$ cat config.mk
export PLATFORM = sky130hd
export DESIGN_NAME = lmem_arbiter
export DESIGN_NICKNAME = d
export VERILOG_FILES = /design/src/rtl/lmem_arbiter.sv
export SDC_FILE = /design/constraint.sdc
export NUM_CORES = 1
export LEC_CHECK = 0
export ABC_CLOCK_PERIOD_IN_PS = 2860
export CAP_MARGIN = 20
export CORE_MARGIN = 5
export CORE_UTILIZATION = 35
export DETAILED_ROUTE_END_ITERATION = 6
export PLACE_DENSITY_LB_ADDON = 0.15
export SLEW_MARGIN = 20
export SYNTH_ARGS = -nofsm -noshare
export SYNTH_HDL_FRONTEND = slang
export SYNTH_SLANG_ARGS = --single-unit
$ cat constraint.sdc
create_clock -name clk -period 2.86 [get_ports clk]
set_input_delay 0.286 -clock clk [delete_from_list [all_inputs] [get_ports clk]]
set_output_delay 0.286 -clock clk [all_outputs]
set_load 0.05 [all_outputs]
$ cat src/rtl/lmem_arbiter.sv
// Round-robin arbiter for the shared layer-memory port of the conv/pool engine.
// Requester 0 = conv (L0 writes), requester 1 = max-pool (L0 reads, L1 writes).
module lmem_arbiter #(
  parameter int ADDR_W    = 12,
  parameter int DATA_W    = 20,
  parameter int MAX_BURST = 8
) (
  input  logic              clk,
  input  logic              reset,
  input  logic              req0,
  input  logic              req1,
  input  logic              lock0,
  input  logic              lock1,
  input  logic              we0,
  input  logic              we1,
  input  logic [2:0]        sel0,
  input  logic [2:0]        sel1,
  input  logic [ADDR_W-1:0] addr0,
  input  logic [ADDR_W-1:0] addr1,
  input  logic [DATA_W-1:0] wdata0,
  input  logic [DATA_W-1:0] wdata1,
  output logic              gnt0,
  output logic              gnt1,
  output logic              rvalid0,
  output logic              rvalid1,
  output logic [DATA_W-1:0] rdata0,
  output logic [DATA_W-1:0] rdata1,
  output logic              cwr,
  output logic              crd,
  output logic [ADDR_W-1:0] caddr_wr,
  output logic [ADDR_W-1:0] caddr_rd,
  output logic [DATA_W-1:0] cdata_wr,
  input  logic [DATA_W-1:0] cdata_rd,
  output logic [2:0]        csel,
  output logic              busy,
  output logic              err
);

  localparam logic [7:0] LP_MAX = 8'(MAX_BURST);

  logic              r_last;
  logic [7:0]        r_lock_cnt;
  logic              r_cwr, r_crd, r_rd_id, r_err;
  logic [1:0]        r_rvalid;
  logic [ADDR_W-1:0] r_caddr_wr, r_caddr_rd;
  logic [DATA_W-1:0] r_cdata_wr;
  logic [2:0]        r_csel;

  logic              w_any, w_hold, w_pick1, w_other_req, w_ok;
  logic              w_we, w_wr, w_rd;
  logic [2:0]        w_sel;
  logic [ADDR_W-1:0] w_addr;
  logic [DATA_W-1:0] w_wdata;

  // Last winner keeps the port only while it holds lock and its burst budget lasts.
  assign w_hold  = (r_last ? lock1 : lock0) && (r_lock_cnt < LP_MAX);
  assign w_pick1 = (req0 & req1) ? (w_hold ? r_last : ~r_last) : req1;
  assign w_any   = ~reset & (req0 | req1);

  assign w_other_req = w_pick1 ? req0 : req1;
  assign w_we        = w_pick1 ? we1    : we0;
  assign w_sel       = w_pick1 ? sel1   : sel0;
  assign w_addr      = w_pick1 ? addr1  : addr0;
  assign w_wdata     = w_pick1 ? wdata1 : wdata0;
  assign w_ok        = (w_sel == 3'b001) || (w_sel == 3'b011);
  assign w_wr        = w_any & w_ok & w_we;
  assign w_rd        = w_any & w_ok & ~w_we;

  always_ff @(posedge clk) begin
    if (reset) begin
      r_last     <= 1'b1;
      r_lock_cnt <= '0;
      r_cwr      <= 1'b0;
      r_crd      <= 1'b0;
      r_rd_id    <= 1'b0;
      r_caddr_wr <= '0;
      r_caddr_rd <= '0;
      r_cdata_wr <= '0;
      r_csel     <= '0;
      r_rvalid   <= '0;
      r_err      <= 1'b0;
    end else begin
      r_cwr      <= w_wr;
      r_crd      <= w_rd;
      r_rd_id    <= w_pick1;
      r_caddr_wr <= w_wr ? w_addr  : '0;
      r_cdata_wr <= w_wr ? w_wdata : '0;
      r_caddr_rd <= w_rd ? w_addr  : '0;
      r_csel     <= (w_any & w_ok) ? w_sel : 3'b000;
      r_rvalid   <= {r_crd & r_rd_id, r_crd & ~r_rd_id};
      r_err      <= r_err | (w_any & ~w_ok);
      if (w_any) begin
        r_last <= w_pick1;
        // Counter holds the length of the current contended run, first grant included.
        if (!w_other_req)
          r_lock_cnt <= '0;
        else if (w_pick1 == r_last)
          r_lock_cnt <= r_lock_cnt + 8'd1;
        else
          r_lock_cnt <= 8'd1;
      end
    end
  end

  assign gnt0     = w_any & ~w_pick1;
  assign gnt1     = w_any & w_pick1;
  assign rvalid0  = r_rvalid[0];
  assign rvalid1  = r_rvalid[1];
  assign rdata0   = cdata_rd;
  assign rdata1   = cdata_rd;
  assign cwr      = r_cwr;
  assign crd      = r_crd;
  assign caddr_wr = r_caddr_wr;
  assign caddr_rd = r_caddr_rd;
  assign cdata_wr = r_cdata_wr;
  assign csel     = r_csel;
  assign err      = r_err;
  assign busy     = req0 | req1 | r_cwr | r_crd | (|r_rvalid);

endmodule
Word-level counts from Yosys, hierarchy flattened
Cells that the tools add are included.
{ "word_totals": {"ff_bits": 62, "in_bits": 98, "out_inout_bits": 95, "wordCells": 56} }
{ "op_classes": {"add_sub_neg": 1, "magnitude_cmp": 1, "n_eq_ne": 3, "muxes": 10, "bitwise_logic": 24, "n_reduce_logical": 6} }
{ "op_table": {"columns": ["cell", "count"], "rows": [
  ["two-way mux 20 bit", 1],
  ["two-way mux 8 bit", 2],
  ["two-way mux 12 bit", 1],
  ["AND 1 bit", 10],
  ["inverter 1 bit", 9],
  ["adder 8 x 1 -> 8 bit (second input constant)", 1],
  ["< comparator 8 x 4 -> 1 bit (second input constant)", 1],
  ["OR reduction 2 bit", 4],
  ["two-way mux 1 bit", 5],
  ["bitwise OR 1 bit", 5],
  ["== test 3 x 1 -> 1 bit (second input constant)", 1],
  ["== test 3 x 2 -> 1 bit (second input constant)", 1],
  ["two-way mux 3 bit", 1],
  ["== test 1 bit", 1],
  ["logical AND 1 bit", 1],
  ["logical OR 1 bit", 1]
]} }

Logic depth before layout (Yosys ltp)
Gate-level depths: netlist (run 1).
{ "logic_depth": {"word_depth": 11, "ltp_mapped": 7, "mapped_depth_nobuf": 4} }

Worst setup path after synthesis (run 1)
OpenSTA, ideal clock, no wires.
{ "synth_path": {"path_type": "flip-flop to output port", "from": "register r_lock_cnt[3]", "to": "output port gnt0", "arrival_time_ps": 2889, "required_ps": 2574, "path_slack_ps": -315, "path_stages_with_launch": 8, "n_path_buf": 3, "path_cell_list": "dfxtp_1 > or4_1 > buf_2 > or3_1 > and3_1 > buf_6 > buf_4 > nor3_1"} }
{ "synth_between": {"elab_chain_len": 6} }
{ "synth_rtl": {"columns": ["element", "line", "source"], "rows": [
  ["start, declared", "42", "logic [7:0] r_lock_cnt;"],
  ["start signal, assigned", "98", "r_lock_cnt <= r_lock_cnt + 8'd1;"],
  ["< comparator 8 x 4 -> 1 bit", "56", "assign w_hold = (r_last ? lock1 : lock0) && (r_lock_cnt < LP_MAX);"],
  ["logical AND 1 bit", "56", null],
  ["two-way mux 1 bit (2 in series)", "57", "assign w_pick1 = (req0 & req1) ? (w_hold ? r_last : ~r_last) : req1;"],
  ["inverter 1 bit", "105", "assign gnt0 = w_any & ~w_pick1;"],
  ["AND 1 bit", "105", null],
  ["end, declared", "22", "output logic gnt0,"]
]} }
No other way between the ends.

Worst setup path in the final report (run 1)
{ "layout_path": {"from": "register r_lock_cnt[3]", "to": "output port gnt1"} }
{ "layout_between": {"elab_chain_len": 5} }
{ "layout_rtl": {"columns": ["element", "line", "source"], "rows": [
  ["< comparator 8 x 4 -> 1 bit", "56", null],
  ["logical AND 1 bit", "56", null],
  ["two-way mux 1 bit (2 in series)", "57", null],
  ["AND 1 bit", "106", "assign gnt1 = w_any & w_pick1;"],
  ["end, declared", "23", "output logic gnt1,"]
]} }
No other way between the ends.

==> key figures, run 1 <==
Global routing
  – M2 GR Usage: 27.8%
  – Global-route layer with the greatest usage: met2
  – Grt met1 use: 16.3%
  – Total gr overflow: 0
  – Met3 Use GR: slightly above 5%
  – All-Layer GR Usage: 15.8%
  – First-pass GRT wire length: 12,200 um
  – Initial antenna violation count: 0
  – Pin count of the biggest net entering global routing: 31
  – Vias in the first global route: between 2,000 and 2,500

Routing
  – DRC: 0
  – Drt pass-1 iters: 4
  – Via/cell ratio: between 4 and 5
  – Routed WL: roughly 8000 um
  – DR iter-0 viols: 60
  – Vias: ~2,400
  – Routed Antenna Nets: 0
  – Avg WL per Cell: 15.3 um

Timing
  – Final setup fails: 0
  – Final Skew: roughly 0.0055 ns
  – Worst setup margin: 0.156 ns
  – Hold Vio Cnt, Final: 0
  – Final Cycle Share: between 90% and 100%
  – Slew @ Worst Pin: between 0.6 and 0.7 ns
  – Setup TNS: 0 ns
  – Worst slew margin: 56.5%
  – RSZ-0062 raised after global routing: no
  – Slew Limit Fails: 0
  – Min Tclk post-route: roughly 2.7 ns
  – Fmax: around 370 MHz

Cells and area
  – Diodes inserted: 0
  – Cell area after layout: roughly 4200 um^2
  – Layout area overhead: 48.7%
  – Layout cell share with drive strength beyond 1: under 10%
  – Finished Core Util: between 50% and 60%
  – Filler-free cell count of the finished design: 512
  – Final nets: around 500
  – Most common cell after layout, fill and taps aside: clkdlybuf4s50_1
  – Most frequent cells in the layout: 130 x clkdlybuf4s50_1, 93 x nand2_1, 62 x dfxtp_1, 46 x mux2i_1, 11 x clkbuf_8
  – # fillers: slightly above 700

Synthesis
  – Net Count, Synth: 410
  – Cells after synthesis: approximately 310
  – Post-Syn Area: 2810 um^2
  – Syn Area/Cell: approximately 9 um^2
  – Synth unique cells: 36
  – #FFs+latches synth: between 60 and 70
  – Seq/Total Area, Yosys: approximately 44%
  – Ys Warns: 0

Critical path
  – Crit end category: primary output
  – Required time worst endpoint: about 2.6 ns
  – R2r setup slk: ~0.35 ns
  – Crit Path Class: flop to primary output
  – Type of origin of the critical path: flop
  – CP max FO: 6
  – Worst path arrival time: 2.42 ns

Outcome
  – Status: completed

Power and ir drop
  – Combinational Power Share: approximately 17%
  – Switching Share: around a quarter
  – Clock power frac: ~39%
  – Psw: about 0.49 mW
  – Power density cells: roughly 480 nW/um^2
  – Sequential group share of total power: 44.6%
  – Internal: between 1.5 and 2 mW
  – Pleak: between 1.5 and 2 nW
  – Max VDD drop: approximately 290 uV

Clock tree
  – Clock Sink Count: 62
  – Setup bufs post-CTS: 0
  – CTS tree: built
  – Clk slew on worst S/H paths: approximately 0.070 ns
  – Post-cts hold buffer count: 0
  – Clk_lat worst skew: ~0.34 ns
  – CTS buffer count: 9
  – Clk root buf: clkbuf_8
  – Longest Clk Path Bufs: 2
  – H-Tree Depth: 3

Floorplanning
  – Die width: approximately 100 um
  – # rows: 32
  – Die area: roughly 10000 um^2
  – Core area: 7770 um^2
  – IO Pins: 193
  – Initial Util: around 36%
  – Die height: between 90 and 100 um

Place
  – Post-DP HPWL: roughly 5800 um
  – Placed Area: approximately 4000 um^2
  – Worst slack, placed: a little under 0.3 ns
  – Post-placement cell count: between 400 and 500
  – PortBufs: 132
  – Final Wtd Congestion: a little under 0.8

Min path
  – Hold crit path type: flop to flop

Run
  – Max cap viols: 0
[stage by stage]
step	total power [mW]	hold WS (ns)
detailed placement	1.24	0.417
global route	2.08	0.451
finish	1.99	0.423
global placement	1.24	0.404
floorplan	1.22	0.388
CTS	2.03	0.427
[critical path, stage by stage, from the launching register on]
cell and delay [ns]:
dfxtp_1 0.33, or4_1 0.63, o311ai_1 0.34, and3_2 0.35, nor2b_1 0.25, buf_12 0.17
[registers in the layout, summed over array words and instances (netlist names)]
signal	count
cdata_wr	20
err	1
r_lock_cnt	8
crd	1
r_rd_id	1
r_rvalid	2
cwr	1
caddr_rd	12
r_last	1
csel	3
caddr_wr	12
[routing by layer]
layer / share of wire [%] / vias to the layer above
li1: - / 1174
met1: 37 / 1064
met2: 52 / 92
met3: 7.9 / 40
met4: 3.6 / 0
met5: 0 / -
[power by group through the flow]
stage	sequential, mW	combinational (mW)	clock (mW)
global placement	0.910	0.332	0
floorplan	0.963	0.259	0
finish	0.890	0.332	0.773
global route	0.892	0.351	0.837
detailed placement	0.910	0.333	0
CTS	0.890	0.335	0.802
[synthesized netlist by cell type (all sizes together)]
cell / n / area [um^2]
nand2b: 3 / 18.8
clkbuf: 11 / 41.3
a211o: 1 / 8.76
and3: 1 / 6.26
and2: 4 / 25.0
nand3: 1 / 5.00
mux2: 3 / 37.5
ha: 1 / 12.5
a21oi: 2 / 10.0
o211ai: 1 / 7.51
or3: 1 / 6.26
nor2b: 2 / 12.5
a22o: 2 / 17.5
dfxtp: 62 / 1240
nor2: 1 / 3.75
nand4: 1 / 6.26
buf: 47 / 358
inv: 3 / 11.3
o311ai: 1 / 8.76
o31a: 1 / 8.76
nand3b: 2 / 15.0
nor3: 5 / 25.0
nor3b: 1 / 7.51
or4: 1 / 7.51
xnor2: 1 / 8.76
a21o: 1 / 7.51
a31oi: 3 / 18.8
mux2i: 46 / 460
nor4: 4 / 25.0
conb: 1 / 3.75
nand2: 93 / 349
nor4b: 3 / 26.3
and3b: 1 / 8.76
[cell families (layout without fill, tap and decap cells)]
family | count (synthesis) | after routing | synth area share (%)
AO/OA/AOI/OAI | 12 | 12 | 3.12
XOR/XNOR | 1 | 1 | 0.312
adder cells (fa/ha/maj) | 1 | 1 | 0.445
buffers and inverters | 61 | 160 | 14.6
flip-flops | 62 | 62 | 44.2
multiplexers | 49 | 49 | 17.7
other | 1 | 1 | 0.133
AND/OR/NAND/NOR | 124 | 124 | 19.5
[path summary, 6_finish.rpt]
kind	from	end	cells after the start
worst min register to register	r_rd_id	r_rvalid[0]	1
worst max register to register	r_lock_cnt[3]	csel[0]	5
worst min-delay path	r_rd_id	r_rvalid[0]	1
worst max-delay path	r_lock_cnt[3]	gnt1	5
[repair_timing]
action | 4_1_cts | 5_1_grt
endpoints found under the hold margin | 0 | 0
gates resized for setup | 0 | 1
endpoints found under the setup margin | 0 | 1
[cell type report]
class	count	area, um^2	share of cell area [%]
Sequential cell	62	1240	29.7
Inverter	3	11.3	0.269
Multi-Input combinational cell	188	1190	28.5
Timing Repair Buffer	141	1410	33.7
Clock buffer	12	155	3.71
Tap cell	102	128	3.05
Clock inverter	4	45.0	1.08
Power figures use the tool's default switching activity.
==> run 2: changes to the inputs <==
--- a/config.mk
+++ b/config.mk
@@ -5,13 +5,13 @@
 export SDC_FILE = /design/constraint.sdc
 export NUM_CORES = 1
 export LEC_CHECK = 0
+export ABC_AREA = 1
 export ABC_CLOCK_PERIOD_IN_PS = 2860
 export CAP_MARGIN = 20
 export CORE_MARGIN = 5
 export CORE_UTILIZATION = 35
 export DETAILED_ROUTE_END_ITERATION = 6
 export PLACE_DENSITY_LB_ADDON = 0.15
-export SLEW_MARGIN = 20
 export SYNTH_ARGS = -nofsm -noshare
 export SYNTH_HDL_FRONTEND = slang
 export SYNTH_SLANG_ARGS = --single-unit
==> key figures, run 2 <==
Outcome
  – Status: completed (unchanged)

Timing
  – Setup TNS: 0 ns (unchanged)
  – Final setup fails: 0 (unchanged)
  – Final Skew: 0.0110 ns (was 0.00554 ns)
  – Worst slew margin: 62.0% (was 56.5%)
  – Slew @ Worst Pin: 0.568 ns (was 0.650 ns)
  – Min Tclk post-route: 2.32 ns (was 2.70 ns)
  – Final Cycle Share: 81.2% (was 94.5%)
  – Fmax: 431 MHz (was 370 MHz)
  – Hold Vio Cnt, Final: 0 (unchanged)
  – Slew Limit Fails: 0 (unchanged)
  – Worst setup margin: 0.538 ns (was 0.156 ns)
  – RSZ-0062 raised after global routing: no (unchanged)

Global routing
  – First-pass GRT wire length: 11,800 um (was 12,200 um)
  – Pin count of the biggest net entering global routing: 34 (was 31)
  – Total gr overflow: 0 (unchanged)
  – Grt met1 use: 18.6% (was 16.3%)
  – Met3 Use GR: 5.36% (was 5.19%)
  – M2 GR Usage: 24.5% (was 27.8%)
  – Vias in the first global route: 2,308 (was 2,400)
  – Initial antenna violation count: 0 (unchanged)
  – Global-route layer with the greatest usage: met2 (unchanged)
  – All-Layer GR Usage: 15.7% (was 15.8%)

Clock tree
  – Clock Sink Count: 62 (unchanged)
  – H-Tree Depth: 3 (unchanged)
  – Clk_lat worst skew: 0.34 ns (about the same)
  – Post-cts hold buffer count: 0 (unchanged)
  – Longest Clk Path Bufs: 2 (unchanged)
  – CTS buffer count: 9 (unchanged)
  – Clk root buf: clkbuf_8 (unchanged)
  – Clk slew on worst S/H paths: 0.07 ns (about the same)
  – CTS tree: built (unchanged)
  – Post_cts resized: 0 (unchanged)
  – Setup bufs post-CTS: 0 (unchanged)

Cells and area
  – Layout cell share with drive strength beyond 1: 8.87% (was 8.54%)
  – Final nets: 556 (was 504)
  – Most common cell after layout, fill and taps aside: clkdlybuf4s50_1 (unchanged)
  – Max reg flops: 20 (unchanged)
  – Layout area overhead: 48.9% (was 48.7%)
  – Most frequent cells in the layout: 129 x clkdlybuf4s50_1, 75 x nand2_1, 62 x dfxtp_1, 51 x nor2_1, 45 x inv_1 (was 130 x clkdlybuf4s50_1, 93 x nand2_1, 62 x dfxtp_1, 46 x mux2i_1, 11 x clkbuf_8)
  – Diodes inserted: 0 (unchanged)

Critical path
  – Cell depth of the worst flop-to-flop path: 9 (was 5)
  – CP max FO: 33 (was 6)
  – Crit path cell chain: nor2_1 > nand3_1 > nor2_1 > nor2_2 > nand2_4 > nand2_4 > nor2_1 > buf_12 (was or4_1 > o311ai_1 > and3_2 > nor2b_1 > buf_12)
  – Slowest CP cell: dfxtp_1 (was or4_1)
  – Crit Path Class: flop to primary output (unchanged)
  – Reg2reg start: r_lock_cnt[6] (was r_lock_cnt[3])
  – Worst path arrival time: 2.04 ns (was 2.42 ns)
  – Largest stage delay, worst path: 0.31 ns (was 0.63 ns)
  – R2r setup slk: 0.69 ns (was 0.35 ns)
  – Required time worst endpoint: 2.57 ns (about the same)
  – Crit path buffers/inverters: 1 (unchanged)
  – Type of origin of the critical path: flop (unchanged)
  – Most used cell, CP: nor2_1
  – Crit end category: primary output (unchanged)
  – FF-to-FF End: caddr_wr[8] (was csel[0])
  – Crit path depth: 8 (was 5)
  – CP top delay family: simple AND/OR/NAND/NOR gates (unchanged)

Floorplanning
  – Die area: 9630 um^2 (was 9920 um^2)
  – Die height: 98.1 um (was 99.6 um)
  – Core area: 7650 um^2 (was 7770 um^2)
  – Die width: 98.1 um (was 99.6 um)
  – Initial Util: 35.6% (was 36.2%)
  – IO Pins: 193 (unchanged)
  – # rows: 32 (unchanged)

Synthesis
  – Seq/Total Area, Yosys: 45.7% (was 44.2%)
  – Post-synth top area cell: dfxtp_1 (unchanged)
  – Syn Area/Cell: 7.47 um^2 (was 9.04 um^2)
  – Top post-synthesis cells by area: dfxtp_1 46%, buf_4 12%, nand2_1 10% (was dfxtp_1 44%, mux2i_1 16%, nand2_1 12%)
  – Post-Syn Area: 2720 um^2 (was 2810 um^2)
  – Synth unique cells: 23 (was 36)
  – Ys Warns: 0 (unchanged)
  – Fraction of registers with async set/reset: 0% (unchanged)
  – Count leader, synth: nand2_1 (unchanged)
  – Top cells by count, synth: 75 x nand2_1, 62 x dfxtp_1, 51 x nor2_1 (was 93 x nand2_1, 62 x dfxtp_1, 46 x mux2i_1)
  – Dominant synthesized flop cell: dfxtp_1 (unchanged)
  – Net Count, Synth: 463 (was 410)
  – #FFs+latches synth: 62 (unchanged)
  – Yosys top cell area share: 45.7% (was 44.2%)
  – EDFF count, synth: 0 (unchanged)
  – Cells after synthesis: 364 (was 311)

Routing
  – Routed WL: 7650 um (was 7820 um)
  – Vias: 2,450 (was 2,370)
  – Via/cell ratio: 4.34 (was 4.63)
  – Routed Antenna Nets: 0 (unchanged)
  – Avg WL per Cell: 13.6 um (was 15.3 um)
  – Drt pass-1 iters: 4 (unchanged)
  – DR iter-0 viols: 61 (was 60)
  – DRC: 0 (unchanged)

Place
  – Final Wtd Congestion: 0.767 (was 0.788)
  – PortBufs: 132 (unchanged)
  – Worst slack, placed: 0.365 ns (was 0.289 ns)
  – Post-DP HPWL: 5720 um (was 5800 um)

Min path
  – Hold EP: r_rvalid[0] (unchanged)
  – Hold crit path type: flop to flop (unchanged)
  – Hold path start: r_rd_id (unchanged)
  – WHS Path Cells: 1 (unchanged)

Power and ir drop
  – Max VDD drop: 311 uV (was 286 uV)
  – Power density cells: 507 nW/um^2 (was 477 nW/um^2)
  – Pleak: 1.83 nW (was 1.58 nW)

Run
  – Max cap viols: 0 (unchanged)
-- run 2: cell type report --
cell class / count / area, um^2
multi-input combinational: 202 / 913
timing repair buffer: 137 / 1390
sequential: 62 / 1240
tap: 102 / 128
fill: 748 / 3600
inverter: 45 / 169
clock buffer: 10 / 138
clock inverter: 6 / 70.1
-- run 2: kinds of logic after synthesis --
group	synth area share (%)
AND/OR/NAND/NOR	28.6
flip-flops	45.7
AO/OA/AOI/OAI	4.42
buffers and inverters	20.8
other	0.138
adder cells (fa/ha/maj)	0.460
-- run 2: stage by stage --
stage / power, mW / instances / hold slack (ns) / utilization, % / cell area, um^2
floorplan: 1.26 / 364 / 0.390 / - / 2720
global placement: 1.29 / 548 / 0.403 / 50.2 / 3840
detailed placement: 1.29 / 548 / 0.403 / 50.2 / 3840
CTS: 2.08 / 564 / 0.411 / 52.9 / 4050
global route: 2.15 / 564 / 0.436 / 52.9 / 4050
finish: 2.05 / 564 / 0.411 / 52.9 / 4050
-- run 2: per-layer routing --
layer	routed length (um)	part of all wire (%)	vias up
met4	216	2.8	0
met2	3580	47	87
met5	0	0	-
li1	-	-	1247
met3	651	8.5	35
met1	3200	42	1081
-- run 2: where the power goes --
group	total (mW)	leakage, nW	internal (mW)	switching, mW
Combinational	0.381	1.23	0.175	0.206
Clock	0.782	0.0951	0.430	0.352
Sequential	0.890	0.502	0.883	0.00778
-- run 2: worst max-delay path by stage --
stage	slack, ns	start	endpoint
after floorplan	0.79	r_lock_cnt[4]	gnt1
after global placement	0.46	req0	caddr_wr[11]
after detailed placement	0.36	req0	caddr_wr[8]
after CTS	0.48	r_lock_cnt[6]	gnt1
after global routing	0.33	r_lock_cnt[6]	gnt1
final	0.54	r_lock_cnt[6]	gnt1
==> run 3: changes to the inputs <==
--- a/config.mk
+++ b/config.mk
@@ -6,7 +6,7 @@
 export NUM_CORES = 1
 export LEC_CHECK = 0
 export ABC_AREA = 1
-export ABC_CLOCK_PERIOD_IN_PS = 2860
+export ABC_CLOCK_PERIOD_IN_PS = 2400
 export CAP_MARGIN = 20
 export CORE_MARGIN = 5
 export CORE_UTILIZATION = 35
==> constraint.sdc (replaced) <==
create_clock -name clk -period 2.4 [get_ports clk]
set_input_delay 0.24 -clock clk [delete_from_list [all_inputs] [get_ports clk]]
set_output_delay 0.24 -clock clk [all_outputs]
set_load 0.05 [all_outputs]
==> key figures, run 3 (synthesis results as in run 2) <==
Outcome
  – Status: completed (unchanged)

Clock tree
  – Setup bufs post-CTS: 0 (unchanged)
  – H-Tree Depth: 3 (unchanged)
  – CTS tree: built (unchanged)
  – Clk slew on worst S/H paths: 0.07 ns (about the same)
  – CTS buffer count: 9 (unchanged)
  – Longest Clk Path Bufs: 2 (unchanged)
  – Clk_lat worst skew: 0.33 ns (was 0.34 ns)
  – Clock Sink Count: 62 (unchanged)
  – Post_cts resized: 0 (unchanged)
  – Post-cts hold buffer count: 0 (unchanged)
  – Clk root buf: clkbuf_8 (unchanged)

Cells and area
  – Diodes inserted: 0 (unchanged)
  – Finished Core Util: 52.7% (was 52.9%)
  – Final nets: 559 (was 556)
  – Most frequent cells in the layout: 129 x clkdlybuf4s50_1, 75 x nand2_1, 62 x dfxtp_1, 51 x nor2_1, 45 x inv_1 (unchanged)
  – Multi-input logic area: 913 um^2 (unchanged)
  – Register area: 1240 um^2 (unchanged)
  – Most common cell after layout, fill and taps aside: clkdlybuf4s50_1 (unchanged)
  – # fillers: 758 (was 748)
  – Max reg flops: 20 (unchanged)
  – Layout area overhead: 48.2% (was 48.9%)
  – Layout cell share with drive strength beyond 1: 9.25% (was 8.87%)

Floorplanning
  – Die height: 98.1 um (unchanged)
  – Die area: 9630 um^2 (unchanged)
  – Core area: 7650 um^2 (unchanged)
  – Die width: 98.1 um (unchanged)
  – # rows: 32 (unchanged)
  – IO Pins: 193 (unchanged)
  – Initial Util: 35.6% (unchanged)

Global routing
  – Global-route layer with the greatest usage: met2 (unchanged)
  – Met3 Use GR: 4.43% (was 5.36%)
  – Total gr overflow: 0 (unchanged)
  – Initial antenna violation count: 0 (unchanged)
  – M2 GR Usage: 25.8% (was 24.5%)
  – Grt met1 use: 18.1% (was 18.6%)
  – All-Layer GR Usage: 15.8% (was 15.7%)
  – Vias in the first global route: 2,371 (was 2,308)
  – First-pass GRT wire length: 11,900 um (was 11,800 um)
  – Pin count of the biggest net entering global routing: 34 (unchanged)

Routing
  – DRC: 0 (unchanged)
  – Routed WL: 7680 um (was 7650 um)
  – Drt pass-1 iters: 5 (was 4)
  – Vias: 2,432 (was 2,450)
  – DR iter-0 viols: 108 (was 61)
  – Avg WL per Cell: 13.6 um (about the same)
  – Routed Antenna Nets: 0 (unchanged)
  – Via/cell ratio: 4.29 (was 4.34)

Critical path
  – CP max FO: 16 (was 33)
  – Required time worst endpoint: 2.16 ns (was 2.57 ns)
  – Crit path cell chain: nor2_1 > nand3_1 > nor2_1 > nor2_2 > nand2_4 > nand2_4 > nor2_1 > buf_12 (unchanged)
  – Reg2reg start: r_lock_cnt[4] (was r_lock_cnt[6])
  – Type of origin of the critical path: flop (unchanged)
  – CP startpoint: r_lock_cnt[4] (was r_lock_cnt[6])
  – Worst path arrival time: 1.72 ns (was 2.04 ns)
  – Crit end category: primary output (unchanged)
  – Crit path buffers/inverters: 1 (unchanged)
  – Slowest CP cell: dfxtp_1 (unchanged)
  – Largest stage delay, worst path: 0.31 ns (about the same)
  – R2r setup slk: 0.48 ns (was 0.69 ns)
  – Crit Path Class: flop to primary output (unchanged)
  – Most used cell, CP: nor2_1 (unchanged)
  – CP top delay family: simple AND/OR/NAND/NOR gates (unchanged)

Timing
  – Min Tclk post-route: just under 2 ns
  – Final Cycle Share: between 80% and 90%
  – Final setup fails: 0 (unchanged)
  – Fmax: between 500 and 600 MHz
  – Hold Vio Cnt, Final: 0 (unchanged)
  – Final Skew: 0.0101 ns (was 0.0110 ns)
  – Slew Limit Fails: 0 (unchanged)
  – Setup TNS: 0 ns (unchanged)
  – Worst slew margin: 62.5% (was 62.0%)
  – RSZ-0062 raised after global routing: no (unchanged)
  – Slew @ Worst Pin: 0.561 ns (was 0.568 ns)

Power and ir drop
  – Pleak: 1.83 nW (about the same)
  – Power density cells: 569 nW/um^2 (was 507 nW/um^2)
  – Max VDD drop: 301 uV (was 311 uV)

Place
  – PortBufs: 132 (unchanged)
  – Post-DP HPWL: 5840 um (was 5720 um)
  – Final Wtd Congestion: 0.817 (was 0.767)

Min path
  – Hold crit path type: flop to flop (unchanged)
  – Hold path start: r_rd_id (unchanged)

Run
  – Max cap viols: 0 (unchanged)
-- run 3: cell type report --
type | instances | area share (%)
inverter | 45 | 4.19
timing repair buffer | 140 | 35.0
tap | 102 | 3.17
sequential | 62 | 30.8
multi-input combinational | 202 | 22.7
clock buffer | 10 | 3.17
clock inverter | 6 | 0.963
-- run 3: worst paths after layout --
kind | endpoint | cells after the start
worst max-delay path | gnt1 | 8
worst min-delay path | r_rvalid[0] | 1
worst max register to register | caddr_rd[2] | 10
worst min register to register | r_rvalid[0] | 1
-- run 3: metrics by stage --
step                worst slack (ns)  cells  hold slack, ns  instance area [um^2]  total power [mW]
finish                         0.437    567           0.409                  4030              2.29
global route                   0.211    567           0.457                  4030              2.39
detailed placement             0.186    551           0.411                  3860              1.55
CTS                            0.394    567           0.418                  4030              2.32
floorplan                      0.380    364           0.385                  2720              1.50
global placement               0.286    551           0.402                  3860              1.54
-- run 3: worst register-to-register path: stages, from the launching register on --
cell and delay, ns:
dfxtp_1 0.31, nor2_1 0.10, nand3_1 0.11, o21ai_2 0.17, nand2_4 0.15, nand2_4 0.18
buf_4 0.25, nand2_1 0.07, nand2_1 0.08, nand3_2 0.25, nor2_1 0.19
-- run 3: power by group --
| part | switching (mW) | internal [mW] | leakage (nW) |
|---|---|---|---|
| combinational | 0.245 | 0.213 | 1.25 |
| clock | 0.403 | 0.370 | 0.0820 |
| sequential | 0.00959 | 1.05 | 0.502 |
| total | 0.657 | 1.64 | 1.83 |
-- run 3: routing by layer --
layer	vias up	part of all wire, %	wire, um
met3	36	8.6	658
met4	0	4.3	333
li1	1252	-	-
met1	1056	41	3140
met5	-	0	0
met2	88	46	3550
